<file path="config.mk">
export PLATFORM = sky130hd
export DESIGN_NAME = fetch_unit
export DESIGN_NICKNAME = d
export VERILOG_FILES = /design/src/rtl/rv_fetch_pkg.sv /design/src/rtl/fetch_unit.sv
export SDC_FILE = /design/constraint.sdc
export NUM_CORES = 1
export LEC_CHECK = 0
export CAP_MARGIN = 20
export CELL_PAD_IN_SITES_DETAIL_PLACEMENT = 1
export CELL_PAD_IN_SITES_GLOBAL_PLACEMENT = 1
export CORE_ASPECT_RATIO = 1.75
export CORE_MARGIN = 4
export CORE_UTILIZATION = 38
export DETAILED_ROUTE_END_ITERATION = 16
export PLACE_DENSITY_LB_ADDON = 0.05
export SKIP_LAST_GASP = 1
export SYNTH_ARGS = -nofsm -noshare
export SYNTH_HDL_FRONTEND = slang
export SYNTH_SLANG_ARGS = --single-unit
</file>
<file path="constraint.sdc">
create_clock -name clk -period 11.87 [get_ports clk]
set_input_delay 2.374 -clock clk [delete_from_list [all_inputs] [get_ports clk]]
set_output_delay 2.374 -clock clk [all_outputs]
set_load 0.02 [all_outputs]
</file>
<file path="src/rtl/rv_fetch_pkg.sv">
// Shared types and constants for the IF-stage fetch unit.
// The bubble encoding is all zeros so it matches the IF/ID flush value.
package rv_fetch_pkg;

  typedef enum logic [1:0] {
    S_IDLE = 2'd0,
    S_REQ  = 2'd1,
    S_WAIT = 2'd2
  } fetch_state_e;

  localparam logic [31:0] BUBBLE_INST = 32'h0000_0000;
  localparam logic [31:0] PC_INC      = 32'd4;

endpackage

</file>
<file path="src/rtl/fetch_unit.sv">
// IF-stage front end: owns the PC and keeps at most one instruction-memory
// request outstanding. It parks the response in a 1-entry buffer that feeds the
// IF/ID register.
// Decode stalls and execute-stage redirects are absorbed here. A response that
// belongs to a superseded PC is dropped through drop_q.
// Optional feature macro: FETCH_MISALIGN_CHK_EN (sticky misaligned-redirect
// flag that parks fetch; when undefined, redirect targets are word-aligned).
module fetch_unit
  import rv_fetch_pkg::*;
#(
  parameter logic [31:0] RESET_PC = 32'h0000_0000
) (
  input  logic        clk,
  input  logic        rst,
  input  logic        stall,
  input  logic        redirect_valid,
  input  logic [31:0] redirect_pc,
  output logic        imem_req_valid,
  output logic [31:0] imem_req_addr,
  input  logic        imem_req_ready,
  input  logic        imem_rsp_valid,
  input  logic [31:0] imem_rsp_data,
  output logic [31:0] INST_F,
  output logic [31:0] PC_F,
  output logic [31:0] PC4_F,
  output logic        fetch_bubble
`ifdef FETCH_MISALIGN_CHK_EN
  ,
  output logic        fetch_misaligned
`endif
);

  fetch_state_e state_q, state_d;
  logic [31:0]  pc_q;
  logic [31:0]  req_addr_q;
  logic         buf_valid;
  logic [31:0]  buf_inst;
  logic [31:0]  buf_pc;
  logic         drop_q;

  logic         issue;
  logic         fill;
  logic         set_drop;
  logic         clr_drop;
  logic         park;
  logic [31:0]  redir_pc_eff;

`ifdef FETCH_MISALIGN_CHK_EN
  logic         misaligned_q;
`endif

  // Next-state decode, handshake bookkeeping and register-sourced outputs.
  always_comb begin
    state_d  = state_q;
    issue    = 1'b0;
    fill     = 1'b0;
    set_drop = 1'b0;
    clr_drop = 1'b0;

`ifdef FETCH_MISALIGN_CHK_EN
    park             = misaligned_q;
    redir_pc_eff     = redirect_pc;
    fetch_misaligned = misaligned_q;
`else
    park             = 1'b0;
    redir_pc_eff     = redirect_pc & ~32'h0000_0003;
`endif

    case (state_q)
      S_IDLE: begin
        if (!redirect_valid && (!buf_valid || !stall) && !park) begin
          issue   = 1'b1;
          state_d = S_REQ;
        end
      end
      S_REQ: begin
        if (imem_req_ready) begin
          state_d = S_WAIT;
        end
        if (redirect_valid) begin
          set_drop = 1'b1;
        end
      end
      S_WAIT: begin
        if (imem_rsp_valid) begin
          state_d = S_IDLE;
          if (!drop_q && !redirect_valid) begin
            fill = 1'b1;
          end else begin
            clr_drop = 1'b1;
          end
        end else if (redirect_valid) begin
          set_drop = 1'b1;
        end
      end
      default: state_d = S_IDLE;
    endcase

    imem_req_valid = (state_q == S_REQ);
    imem_req_addr  = req_addr_q;
    fetch_bubble   = !buf_valid;
    INST_F         = buf_valid ? buf_inst          : BUBBLE_INST;
    PC_F           = buf_valid ? buf_pc            : 32'h0;
    PC4_F          = buf_valid ? (buf_pc + PC_INC) : 32'h0;
  end

  // State, PC, request address, holding buffer and drop flag; redirect is applied last so it wins.
  always_ff @(posedge clk or posedge rst) begin
    if (rst) begin
      state_q    <= S_IDLE;
      pc_q       <= RESET_PC;
      req_addr_q <= RESET_PC;
      buf_valid  <= 1'b0;
      buf_inst   <= BUBBLE_INST;
      buf_pc     <= 32'h0;
      drop_q     <= 1'b0;
`ifdef FETCH_MISALIGN_CHK_EN
      misaligned_q <= 1'b0;
`endif
    end else begin
      state_q <= state_d;

      if (issue) begin
        req_addr_q <= pc_q;
      end

      if (set_drop) begin
        drop_q <= 1'b1;
      end else if (clr_drop) begin
        drop_q <= 1'b0;
      end

      if (buf_valid && !stall) begin
        buf_valid <= 1'b0;
      end

      if (fill) begin
        buf_valid <= 1'b1;
        buf_inst  <= imem_rsp_data;
        buf_pc    <= req_addr_q;
        pc_q      <= req_addr_q + PC_INC;
      end

      if (redirect_valid) begin
        pc_q      <= redir_pc_eff;
        buf_valid <= 1'b0;
`ifdef FETCH_MISALIGN_CHK_EN
        misaligned_q <= |redirect_pc[1:0];
`endif
      end
    end
  end

endmodule

</file>
## Yosys cells after proc, flatten, opt, wreduce, memory -nomap -nowiden

Cells that the tools add are included.

- Output and inout port bits: 130
- Flip-flop bits (word level): 132
- Logic and storage cells: 52

- Reduce and logical (&&, ||, !) cells: 13
- Eq/ne operators: 5
- Multiplexer cells: 25
- Add/sub/neg operators: 2

Operators by type and width:

| kind | number |
|---|---|
| $mux 32 | 5 |
| $add 32x3->32 const B | 2 |
| $mux 1 | 15 |
| $mux 2 | 3 |
| $pmux 2 s3 | 1 |
| $logic_not 1->1 | 4 |
| $ne 2x2->1 const B | 2 |
| $reduce_bool 2->1 | 2 |
| $logic_and 1x1->1 | 3 |
| $reduce_and 3->1 | 1 |
| $reduce_bool 3->1 | 1 |
| $eq 2x1->1 const B | 1 |
| $eq 2x2->1 const B | 1 |
| $logic_not 2->1 | 1 |
| $ne 2x1->1 const B | 1 |
| $pmux 1 s2 | 1 |
| $logic_or 1x1->1 | 1 |

## Logic depth before layout (Yosys ltp)

- Depth in word-level cells: 7
- Depth in mapped cells: 8
- Depth with buffers taken out: 7

## Least setup slack after synthesis

Ideal clock, no wire load.

- Path kind: flip-flop to output port
- From: register buf_pc[9]
- To: output PC4_F[31]
- Data arrival time: 1.872 ns
- Path buffers: 1
- Stages on the path, launching flop included: 7
- Setup slack: 7.624 ns
- Data required time: 9.496 ns
- Path through: dfrtp_1 > buf_2 > nand4_1 > nor3b_4 > nand3_1 > or3_1 > a21oi_1

- Cells in the longest elaborated chain, start to end: 2

Ends and longest elaborated chain:

| item | RTL line | source |
|---|---|---|
| from (decl) | fetch_unit.sv:38 | `logic [31:0] buf_pc;` |
| from (signal assigned) | fetch_unit.sv:140 | `buf_pc <= req_addr_q;` |
| $add 32x3->32 | fetch_unit.sv:104 | `PC4_F = buf_valid ? (buf_pc + PC_INC) : 32'h0;` |
| $mux 32 | fetch_unit.sv:104 |  |
| to (decl) | fetch_unit.sv:25 | `output logic [31:0] PC4_F,` |

Every way passes these cells.

## Final worst setup path

- From: register buf_pc[15]
- To: output PC4_F[31]

The elaborated chain is that of the path after synthesis.

==> impl_metrics.env <==
export IMPL_outcome="finished clean"
export IMPL_synth_edf_count=0
export IMPL_synth_net_count=860
export IMPL_grt_total_usage=0.2116
export IMPL_dieArea_um2=20510
export IMPL_synth_fa_ha_area_frac=0.01267
export IMPL_tritoncts="built"
export IMPL_worst_path_max_fanout=7
export IMPL_cap_violations=0
export IMPL_rr_endpoint="pc_q[29]"
export IMPL_hp_start="buf_inst[1]"
export IMPL_grt_pass1_vias=6583
export IMPL_critPathLaunch="buf_pc[15]"
export IMPL_ctsRootBufferMaster="clkbuf_16"
export IMPL_die_w_um=110.0
export IMPL_vias_per_cell=5.025
export IMPL_max_slew_margin=0.3925
export IMPL_num_vias=6055
export IMPL_grt_max_degree=90
export IMPL_start_util=0.3848
export IMPL_wire_per_inst_um=17.49
export IMPL_start_kind="flip-flop"
export IMPL_clk_latency_ns=0.41
export IMPL_timing_hold_ws_ns=0.4679
export IMPL_cp_arrival_ns=3.06
export IMPL_vdd_drop_max_v=0.00009967
export IMPL_achievable_frequency_mhz=183.9
export IMPL_end_kind="primary output"
export IMPL_ys_seq_area_frac=0.4777
export IMPL_power_leakage_uw=0.004240
export IMPL_hold_viol_final=0
export IMPL_area_delta_synth_final_pct=39.59
export IMPL_synth_ff_type="dfrtp_1"
export IMPL_worst_r2r_startpoint="state_q[0]"
export IMPL_drt_first_pass_iters=4
export IMPL_synth_area_leaders="dfrtp_1, nand2_1, and2_1"
export IMPL_setup_slack_ns=6.432
export IMPL_yosys_area_share_simple=0.3083
export IMPL_grt_pass1_wl_um=34470
export IMPL_min_period_ns=5.438
export IMPL_synthMuxAreaShare=0.05645
export IMPL_grt_overflow_total=0
export IMPL_nets=1037
export IMPL_drive_above_1_share=0.08033
export IMPL_post_cts_buffers=0
export IMPL_synth_distinct_cells=39
export IMPL_r2r_cells=8
export IMPL_power_density_nw_per_um2=205.7
export IMPL_setup_tns_ns=0
export IMPL_slew_violations=0
export IMPL_avgSynthCellArea_um2=8.832
export IMPL_clock_path_buffers=2
export IMPL_placed_cell_area_um2=9067
export IMPL_die_h_um=186.5
export IMPL_synth_top_family_by_area="simple AND/OR/NAND/NOR gates"
export IMPL_pin_count=200
export IMPL_yosysTopAreaCell="dfrtp_1"
export IMPL_antenna_found_initial=0
export IMPL_htreeDepth=4
export IMPL_post_place_ws_ns=6.872
export IMPL_synth_seq_cells=132
export IMPL_tightest_slew_ns=0.9113
export IMPL_cts_resized=0
export IMPL_drc_errors=0
export IMPL_layout_common_cells="nand2_1, clkdlybuf4s50_1, dfrtp_1"
export IMPL_fp_coreArea_um2=17970
export IMPL_synth_top_area_frac=0.4777
export IMPL_critPathKind="flip-flop to primary output"
export IMPL_drt_iter0_markers=192
export IMPL_syn_inst=783
export IMPL_design_area_um2=9653
export IMPL_endpoint="PC4_F[31]"
export IMPL_yosysWarnings=0
export IMPL_async_flop_share=1.000
export IMPL_numCtsBuffers=17
export IMPL_totalWireLength_um=21080
export IMPL_rows=65
export IMPL_fill_cells=2111
export IMPL_crit_required_ns=9.50
export IMPL_p_total_uw=1985
export IMPL_reg2reg_slack_ns=9.20
export IMPL_rsz0062_at_grt="no"
export IMPL_setup_viol=0
export IMPL_skew_ns=0.009159
export IMPL_mostFrequentLayoutCell="nand2_1"
export IMPL_final_antenna_net_count=0
export IMPL_hp_class="flip-flop to flip-flop"
export IMPL_synth_xor_area_frac=0.06459
export IMPL_dp_hpwl_um=15000
export IMPL_clk_pin_slew_ns=0.05
export IMPL_routabilityCongestion=0.7677
export IMPL_diodes=0
export IMPL_synth_compound_area_frac=0.04813
export IMPL_syn_area_um2=6915
export IMPL_clock_sinks=132
export IMPL_io_buffers=197
export IMPL_timing_final_crit_share=0.4581
export IMPL_postCtsHoldBufs=0
-- critical path, stage by stage (launching register included) --
cell,delay [ns]
dfrtp_1,0.45
and4_1,0.40
nor3b_4,0.40
nand3_1,0.19
or3_1,0.37
a21oi_1,0.17
clkdlybuf4s50_1,0.66
-- kinds of logic (layout without fill, tap and decap cells) --
kind of cell / count (synthesis) / count (layout)
XOR/XNOR: 51 / 51
multiplexers: 35 / 35
flip-flops: 132 / 132
AND/OR/NAND/NOR: 447 / 447
adder cells (fa/ha/maj): 7 / 7
buffers and inverters: 56 / 244
AO/OA/AOI/OAI: 55 / 55
-- routing by layer --
layer	part of all wire	vias to the layer above	global-route usage	wire, um
li1	-	2910	-	-
met1	0.40	2989	0.2529	8518
met2	0.54	140	0.3833	11470
met3	0.042	16	0.03531	895
met4	0.0093	0	0.05473	196
met5	0	-	0	0
-- worst min path at each step --
| stage | to | slack [ns] | cells after the start |
|---|---|---|---|
| detailed placement | buf_inst[1] | 0.45 | 2 |
| global route | buf_inst[18] | 0.49 | 2 |
| floorplan | buf_inst[0] | 0.44 | 2 |
| finish | buf_inst[1] | 0.47 | 2 |
| CTS | buf_inst[1] | 0.47 | 2 |
| global placement | buf_inst[17] | 0.45 | 2 |
-- area by class of cell --
class / count / area, um2 / area share
Multi-Input combinational cell: 595 / 3397 / 0.3519
Sequential cell: 132 / 3304 / 0.3423
Timing Repair Buffer: 206 / 2038 / 0.2111
Clock buffer: 25 / 485.5 / 0.05029
Tap cell: 234 / 292.8 / 0.03033
Clock inverter: 5 / 100.1 / 0.01037
Inverter: 8 / 35.03 / 0.003629
-- report_power, final --
group | leakage (uW) | switching, uW | internal (uW)
Combinational | 0.00229 | 320 | 301
Clock | 0.000287 | 184 | 344
Sequential | 0.00167 | 212 | 624
Total | 0.00424 | 716 | 1270
-- metrics by stage --
| stage | util | instances |
|---|---|---|
| final | 0.5371 | 1205 |
| after global routing | 0.5371 | 1205 |
| after CTS | 0.5371 | 1205 |
| after detailed placement | 0.5045 | 1175 |
| after global placement | 0.5039 | 1174 |
| after floorplan | - | 783 |
-- cells in the mapped netlist (10+ instances only) --
| master | instances |
|---|---|
| nand2_1 | 253 |
| dfrtp_1 | 132 |
| and2_1 | 67 |
| nor2_1 | 44 |
| xor2_1 | 41 |
| clkbuf_1 | 39 |
| mux2_2 | 32 |
| nand3_1 | 23 |
| o21ai_0 | 21 |
| nand4_1 | 20 |
| a21oi_1 | 18 |
| o221ai_1 | 13 |
| xnor2_1 | 10 |
-- registers in the layout, summed over array words and instances, names as in the netlist --
signal and cells:
state_q 2, buf_valid 1, drop_q 1, buf_inst 32, buf_pc 32, imem_req_addr 32, pc_q 32
No activity file was read; power rests on OpenSTA's default activity.
